==> config.mk <==
export PLATFORM = sky130hd
export DESIGN_NAME = switch_event_capture
export DESIGN_NICKNAME = d
export VERILOG_FILES = /design/src/rtl/switch_event_capture_pkg.sv /design/src/rtl/switch_event_capture_event_fifo.sv /design/src/rtl/switch_event_capture.sv
export SDC_FILE = /design/constraint.sdc
export NUM_CORES = 1
export LEC_CHECK = 0
export BUFFER_PORTS_ARGS = -buffer_cell sky130_fd_sc_hd__buf_2
export CAP_MARGIN = 30
export CORE_ASPECT_RATIO = 0.5
export CORE_MARGIN = 2
export CORE_UTILIZATION = 45
export DETAILED_ROUTE_END_ITERATION = 10
export HOLD_SLACK_MARGIN = 0.02
export PLACE_DENSITY = 0.73
export SYNTH_ARGS = -nofsm -noshare
export SYNTH_HDL_FRONTEND = slang
export SYNTH_SLANG_ARGS = --single-unit
==> constraint.sdc <==
create_clock -name CLOCK_50_I -period 4.17 [get_ports CLOCK_50_I]
set_input_delay 0.2085 -clock CLOCK_50_I [delete_from_list [all_inputs] [get_ports CLOCK_50_I]]
set_output_delay 0.2085 -clock CLOCK_50_I [all_outputs]
set_load 0.01 [all_outputs]
==> src/rtl/switch_event_capture_pkg.sv <==
// Shared types and default sizing for the switch event capture block.
package switch_event_capture_pkg;

  localparam int DEF_NUM_SW       = 18;
  localparam int DEF_TICK_DIV     = 50000;
  localparam int DEF_STABLE_TICKS = 4;
  localparam int DEF_FIFO_DEPTH   = 4;
  localparam int IDX_W            = 5;

  typedef struct packed {
    logic [IDX_W-1:0] index;
    logic             level;
  } sw_event_t;

endpackage

==> src/rtl/switch_event_capture_event_fifo.sv <==
// Registered event queue; pointers carry one extra wrap bit to tell full from empty.
module event_fifo
  import switch_event_capture_pkg::*;
#(
  parameter int DEPTH = DEF_FIFO_DEPTH,
  parameter int CNT_W = $clog2(DEPTH) + 1
) (
  input  logic             clk,
  input  logic             rst,
  input  logic             push,
  input  sw_event_t        push_data,
  input  logic             pop,
  output logic             full,
  output logic             valid,
  output sw_event_t        head,
  output logic [CNT_W-1:0] count
);

  localparam int AW = $clog2(DEPTH);

  logic [AW:0] wr_ptr;
  logic [AW:0] rd_ptr;
  sw_event_t   mem [DEPTH];
  logic        do_push;
  logic        do_pop;

  assign count   = wr_ptr - rd_ptr;
  assign valid   = (wr_ptr != rd_ptr);
  assign full    = (wr_ptr[AW] != rd_ptr[AW]) && (wr_ptr[AW-1:0] == rd_ptr[AW-1:0]);
  assign do_pop  = pop && valid;
  assign do_push = push && (!full || do_pop);

  // Head is forced to zero when empty so stale storage never reaches the outputs.
  assign head = valid ? mem[rd_ptr[AW-1:0]] : '0;

  always_ff @(posedge clk or posedge rst) begin
    if (rst) begin
      wr_ptr <= '0;
      rd_ptr <= '0;
    end else begin
      if (do_push) wr_ptr <= wr_ptr + 1'b1;
      if (do_pop)  rd_ptr <= rd_ptr + 1'b1;
    end
  end

  always_ff @(posedge clk) begin
    if (do_push) mem[wr_ptr[AW-1:0]] <= push_data;
  end

endmodule

==> src/rtl/switch_event_capture.sv <==
// Debounces slide switches on a slow tick and queues one event per stable change.
module switch_event_capture
  import switch_event_capture_pkg::*;
#(
  parameter int NUM_SW       = DEF_NUM_SW,
  parameter int TICK_DIV     = DEF_TICK_DIV,
  parameter int STABLE_TICKS = DEF_STABLE_TICKS,
  parameter int FIFO_DEPTH   = DEF_FIFO_DEPTH
) (
  input  logic              CLOCK_50_I,
  input  logic              RESET_I,
  input  logic [NUM_SW-1:0] SWITCH_I,
  output logic [NUM_SW-1:0] SWITCH_STABLE_O,
  output logic              EVENT_VALID_O,
  input  logic              EVENT_READY_I,
  output logic [4:0]        EVENT_INDEX_O,
  output logic              EVENT_LEVEL_O,
  output logic [2:0]        EVENT_COUNT_O
);

  localparam int TW  = (TICK_DIV > 1) ? $clog2(TICK_DIV) : 1;
  localparam int CW  = $clog2(STABLE_TICKS + 1);
  localparam int FCW = $clog2(FIFO_DEPTH) + 1;

  logic [NUM_SW-1:0] sw_p0, sw_p1;
  logic [TW-1:0]     tick_cnt;
  logic              tick;
  logic [NUM_SW-1:0] stable, stable_nxt;
  logic [CW-1:0]     db_cnt  [NUM_SW];
  logic [CW-1:0]     cnt_nxt [NUM_SW];
  logic [NUM_SW-1:0] pending, pend_set, grant_oh;
  logic [IDX_W-1:0]  grant_idx;
  logic              grant_lvl;
  logic              push, fifo_full, fifo_valid;
  sw_event_t         head;
  logic [FCW-1:0]    fifo_count;

  // Stage p0/p1: two-flop synchronizer on the raw switch levels
  always_ff @(posedge CLOCK_50_I or posedge RESET_I) begin
    if (RESET_I) begin
      sw_p0 <= '0;
      sw_p1 <= '0;
    end else begin
      sw_p0 <= SWITCH_I;
      sw_p1 <= sw_p0;
    end
  end

  assign tick = (tick_cnt == TW'(TICK_DIV - 1));

  always_ff @(posedge CLOCK_50_I or posedge RESET_I) begin
    if (RESET_I)   tick_cnt <= '0;
    else if (tick) tick_cnt <= '0;
    else           tick_cnt <= tick_cnt + 1'b1;
  end

  always_comb begin
    stable_nxt = stable;
    pend_set   = '0;
    for (int i = 0; i < NUM_SW; i++) begin
      cnt_nxt[i] = db_cnt[i];
      if (tick) begin
        if (sw_p1[i] != stable[i]) begin
          if (db_cnt[i] == CW'(STABLE_TICKS - 1)) begin
            stable_nxt[i] = ~stable[i];
            cnt_nxt[i]    = '0;
            pend_set[i]   = 1'b1;
          end else begin
            cnt_nxt[i] = db_cnt[i] + 1'b1;
          end
        end else begin
          cnt_nxt[i] = '0;
        end
      end
    end
  end

  // Lowest index wins; the level is read at push time so repeated toggles collapse.
  always_comb begin
    grant_idx = '0;
    grant_lvl = 1'b0;
    grant_oh  = '0;
    for (int i = NUM_SW - 1; i >= 0; i--) begin
      if (pending[i]) begin
        grant_idx   = IDX_W'(i);
        grant_lvl   = stable[i];
        grant_oh    = '0;
        grant_oh[i] = 1'b1;
      end
    end
  end

  assign push = (|pending) && (!fifo_full || (fifo_valid && EVENT_READY_I));

  always_ff @(posedge CLOCK_50_I or posedge RESET_I) begin
    if (RESET_I) begin
      stable  <= '0;
      pending <= '0;
      for (int i = 0; i < NUM_SW; i++) db_cnt[i] <= '0;
    end else begin
      stable  <= stable_nxt;
      pending <= (pending & ~(push ? grant_oh : '0)) | pend_set;
      for (int i = 0; i < NUM_SW; i++) db_cnt[i] <= cnt_nxt[i];
    end
  end

  event_fifo #(
    .DEPTH (FIFO_DEPTH),
    .CNT_W (FCW)
  ) u_fifo (
    .clk       (CLOCK_50_I),
    .rst       (RESET_I),
    .push      (push),
    .push_data ('{index: grant_idx, level: grant_lvl}),
    .pop       (EVENT_READY_I),
    .full      (fifo_full),
    .valid     (fifo_valid),
    .head      (head),
    .count     (fifo_count)
  );

  assign SWITCH_STABLE_O = stable;
  assign EVENT_VALID_O   = fifo_valid;
  assign EVENT_INDEX_O   = head.index;
  assign EVENT_LEVEL_O   = head.level;
  assign EVENT_COUNT_O   = 3'(fifo_count);

endmodule
After elaboration in Yosys (flattened, before gate mapping)
Memories as Yosys holds them, arrays and structs flattened.
Cells that the tools add are included.
W data, S select, Z words.
Storage, ports and cells
  register bits: 148
  memory bits (writable): 24
  bits of input ports: 21
  output and inout bits: 28
  word-level logic and storage cells: 300
  memories: 1
Memories
  u_fifo.mem: depth 4, width 6, rd ports 1, clocked after memory_dff 0, wr ports 1, line switch_event_capture_event_fifo.sv:23  | sw_event_t mem [DEPTH];
Operators by class
  $add $sub $neg: 22
  eq/ne operators: 40
  muxes and demuxes: 149
  bitwise logic cells: 21
  reductions and logical operators: 25
Operators with widths (number)
  $mux W18: 19
  $mux W3: 36
  $mux W5: 18
  $mux W1: 74
  $add A3 B1 Y3 const B: 20
  $eq A3 B2 Y1 const B: 18
  $reduce_and A3 Y1: 18
  $ne A1 B1 Y1: 19
  $and A18 B18 Y18: 1
  $not A1 Y1: 18
  $not A18 Y18: 1
  $or A18 B18 Y18: 1
  $reduce_or A18 Y1: 1
  $add A16 B1 Y16 const B: 1
  $eq A16 B16 Y1 const B: 1
  $mux W16: 1
  $mux W6: 1
  $logic_and A1 B1 Y1: 4
  $ne A3 B3 Y1: 1
  $sub A3 B3 Y3: 1
  $eq A2 B2 Y1: 1
  $logic_not A1 Y1: 1
  $logic_or A1 B1 Y1: 1

Logic depth before layout (Yosys ltp)
  word-level depth: 22
  mapped depth: 8
  depth with buffers taken out: 7

By module
From an unflattened synthesis, not the netlist that was laid out.
Second synthesis, totals
  cell total of the unflattened synthesis: 654
  area total of the unflattened synthesis: 7583.5 µm²
Modules (own cells, without submodules)
  switch_event_capture: instances 1, cells each 570, area each 6203.4 µm², seq. area each 3553.4 µm²
  event_fifo: instances 1, cells each 84, area each 1380.1 µm², seq. area each 870.8 µm²

Worst setup path after synthesis
No wires, ideal clock.
  path kind: reg-to-reg
  start: register tick_cnt[7]
  end: register stable[1], in the netlist SWITCH_STABLE_O[1]
  setup time: 0.127 ns
  arrival: 2.261 ns
  data required time: 4.043 ns
  slack: 1.782 ns
  cell stages (with the launch flop): 6
  path buffers: 1
  period minus slack after synthesis: 2.388 ns
  cell sequence: dfrtp_1 -> or4b_4 -> or4_1 -> buf_2 -> or4b_4 -> xnor2_2
On the way
  cells in the longest elaborated chain, start to end: 2
RTL lines
  from (decl): line switch_event_capture.sv:26  | logic [TW-1:0] tick_cnt;
  from (signal assigned): line switch_event_capture.sv:54  | else tick_cnt <= tick_cnt + 1'b1;
  $eq A16 B16 Y1: line switch_event_capture.sv:49  | assign tick = (tick_cnt == TW'(TICK_DIV - 1));
  $reduce_and A3 Y1 (no line)
  to (signal assigned): line switch_event_capture.sv:101  | stable <= stable_nxt;
  to (decl): line switch_event_capture.sv:28  | logic [NUM_SW-1:0] stable, stable_nxt;
No other way between the ends.
A chain may end at the register's enable or synchronous reset.

Worst setup path in the final report
Same ends and word-level chain as after synthesis.

==> impl_metrics.csv <==
group,metric,value,unit
outcome,status,"completed",
power_and_ir_drop,seqPwrFrac,44.7,%
clocking,path_clk_slew,0.06,ns
synth,syn_nets,699,
synth,synth_top_area_share,49.77,%
synth,yosysSeqAreaShare,59.46,%
timing,tightest_slew,0.8886,ns
route,ant_nets,0,
cells_and_area,mostFrequentLayoutCells,"148 x dfrtp_1, 81 x nand2_1, 65 x nor2_1",
setup_path,start_kind,"register",
cells_and_area,mostFrequentLayoutCell,"dfrtp_1",
power_and_ir_drop,switchingPower,0.0009874,W
clocking,clockRootBuffer,"clkbuf_16",
place,io_buffers,48,
synth,synth_edf_count,24,
synth,ys_types,51,
synth,yosys_warnings,0,
timing,finalSetupViolCount,0,
cells_and_area,diodes,0,
cells_and_area,drive_gt1_share,15.12,%
clocking,cts_buffer_depth,2,
floorplanning,start_util,45.74,%
power_and_ir_drop,power.density,464.1,nW/um^2
synth,ys_ff_latch,172,
setup_path,crit_type,"register to register",
power_and_ir_drop,p_leak,4.249,nW
clocking,insertion_delay,0.43,ns
timing,max_slew_margin,40.49,%
floorplanning,fp.dieH,94.93,um
cells_and_area,nets,770,
setup_path,crit_fanout,36,
clocking,cts.sinks,172,
route,wl_met3,573,um
power_and_ir_drop,clockPowerShare,42.3,%
power_and_ir_drop,p_comb_share,13.0,%
hold_path,min_path_type,"input port to register",
route,viasPerCell,5.193,
setup_path,crit_path_end_kind,"register",
place,dp_cells,911,
global_routing,grt_max_degree,67,
cells_and_area,stdcell_count,961,
timing,max_freq,0.3377,GHz
route,via_count,4990,
power_and_ir_drop,intPower,0.003094,W
global_routing,grt_pass1_vias,4957,
global_routing,overflow,0,
synth,synth.cell_area,7441,um^2
synth,netlist_instances,651,
floorplanning,fp.dieW,185.9,um
route,wl_met1,6802,um
place,gp_congestion,0.8145,
synth,synthArstFlopShare,86.05,%
timing,fin_tns_setup,0,ns
synth,avgSynthCellArea,11.43,um^2
global_routing,grt.total_usage,18.08,%
power_and_ir_drop,swShare,24.19,%
floorplanning,core,16270,um^2
synth,synth_top_area_cell,"dfrtp_1",
timing,fin_crit_sh,71.02,%
global_routing,grt_pass1_wl,24570,um
floorplanning,fp-row-count,33,
route,route.met2.wl,6970,um
route,wire_per_inst,15.13,um
power_and_ir_drop,irDropWorstVdd,317.3,uV
setup_path,arrival,3.26,ns
clocking,cts_setup_buffers,0,
route,first_iter_violations,329,
floorplanning,ios,49,
clocking,h-tree-depth,4,
flow_run,drv_cap,0,
route,firstDrtPassIters,4,
timing,grt_setup_unrepaired,"false",
route,routed_wl,14540,um
cells_and_area,area_growth,18.19,%
timing,period_minus_slack,2.961,ns
clocking,cts_buffers,17,
route,drc_errors,0,
timing,finalHoldViolations,0,
setup_path,required,4.47,ns
global_routing,grt_antenna_before_repair,0,
timing,slew_viol_final,0,
cells_and_area,fillers,1380,
synth,synth.area.top_cells,"dfrtp_1 50%, edfxtp_1 9.7%, ha_1 4.4%",
clocking,tritoncts,"yes",
timing,clock-skew-final,0.01070,ns
floorplanning,dieArea,17640,um^2
synth,synth_ff_type,"dfrtp_1",
route,routed.top_layer,"met4",
place,dp_hpwl,9976,um
[path summary, 6_finish.rpt]
path	start	to	slack, ns	depth (start not counted)
min in group asynchronous	RESET_I	sw_p1[15]	0.49	4
max in group asynchronous	RESET_I	db_cnt[41]	3.02	4
hold reg to reg	sw_p0[7]	sw_p1[7]	0.35	0
hold / removal	EVENT_READY_I	u_fifo.rd_ptr[2]	0.09	3
setup / recovery	tick_cnt[7]	SWITCH_STABLE_O[1]	1.21	4
setup reg to reg	tick_cnt[7]	SWITCH_STABLE_O[1]	1.21	4
[Yosys cell counts (4+ instances only)]
cell and n:
dfrtp_1 148, nand2_1 81, nor2_1 65, xnor2_1 31, nand3_1 28, o21ai_0 27
ha_1 26, edfxtp_1 24, inv_1 19, nor4_1 19, clkbuf_1 18, nor2b_1 16
o21a_1 15, a21o_1 13, xor2_1 13, and2_1 11, mux2_2 11, a21oi_1 9
nor3_1 8, mux4_2 6, nand3b_1 6, o31ai_1 6, or4_1 6, nand2b_1 4
nand4_1 4
[sequential cells by signal, summed over array words and instances (netlist names)]
register	count
pending	18
u_fifo.wr_ptr	3
u_fifo.rd_ptr	3
u_fifo.mem	24
db_cnt	54
sw_p0	18
tick_cnt	16
SWITCH_STABLE_O	18
sw_p1	18
[routing by layer]
metal  global-route usage (%)  vias up
li1                         -     2410
met1                    24.60     2487
met2                    29.55       81
met3                    3.239       12
met4                    6.234        0
met5                        0        -
[worst max-delay path, stage by stage (launching register included)]
cell	delay [ns]
dfrtp_1	0.40
or4b_4	0.56
or4_2	1.07
or4b_4	0.66
xnor2_2	0.15
[kinds of logic after synthesis]
| kind of cell | after synthesis | synth area share, % |
|---|---|---|
| simple gates | 260 | 17.05 |
| mux | 17 | 3.481 |
| xor+xnor | 45 | 5.398 |
| buf+inv | 41 | 2.085 |
| flops | 172 | 59.46 |
| fa+ha+maj | 27 | 4.641 |
| compound gates | 89 | 7.886 |
[repair_timing]
item / CTS / global route
hold buffers: 19 / 0
gates resized for setup: 0 / 0
endpoints found under the hold margin: 59 / 0
[final cells by class]
cell class,count,area (um^2),share of cell area [%]
sequential,172,4424,50.31
multi-input combinational,438,2869,32.62
timing repair buffer,74,495.5,5.634
clock buffer,20,456.7,5.193
tap,227,284.0,3.229
clock inverter,11,190.2,2.162
inverter,19,75.07,0.8536
[power by group through the flow]
stage          Combinational, W  Sequential, W  Clock, W
3_5_place_dp           0.000524        0.00186         0
2_1_floorplan          0.000383        0.00181         0
4_1_cts                0.000542        0.00183   0.00176
3_3_place_gp           0.000507        0.00185         0
6_report               0.000532        0.00182   0.00173
5_1_grt                0.000604        0.00184   0.00182
[stage by stage]
stage	power (W)	util, %	setup slack [ns]	cell area, um^2	hold WS [ns]
after floorplan	0.002191	-	1.782	7445	0.2399
after global placement	0.002355	48.79	1.266	7938	0.3159
after detailed placement	0.002381	48.92	1.225	7958	0.3178
after CTS	0.004126	54.06	1.204	8795	0.08661
after global routing	0.004263	54.06	1.068	8795	0.1340
final	0.004081	54.06	1.209	8795	0.09398
No activity file was read; power rests on OpenSTA's default activity.
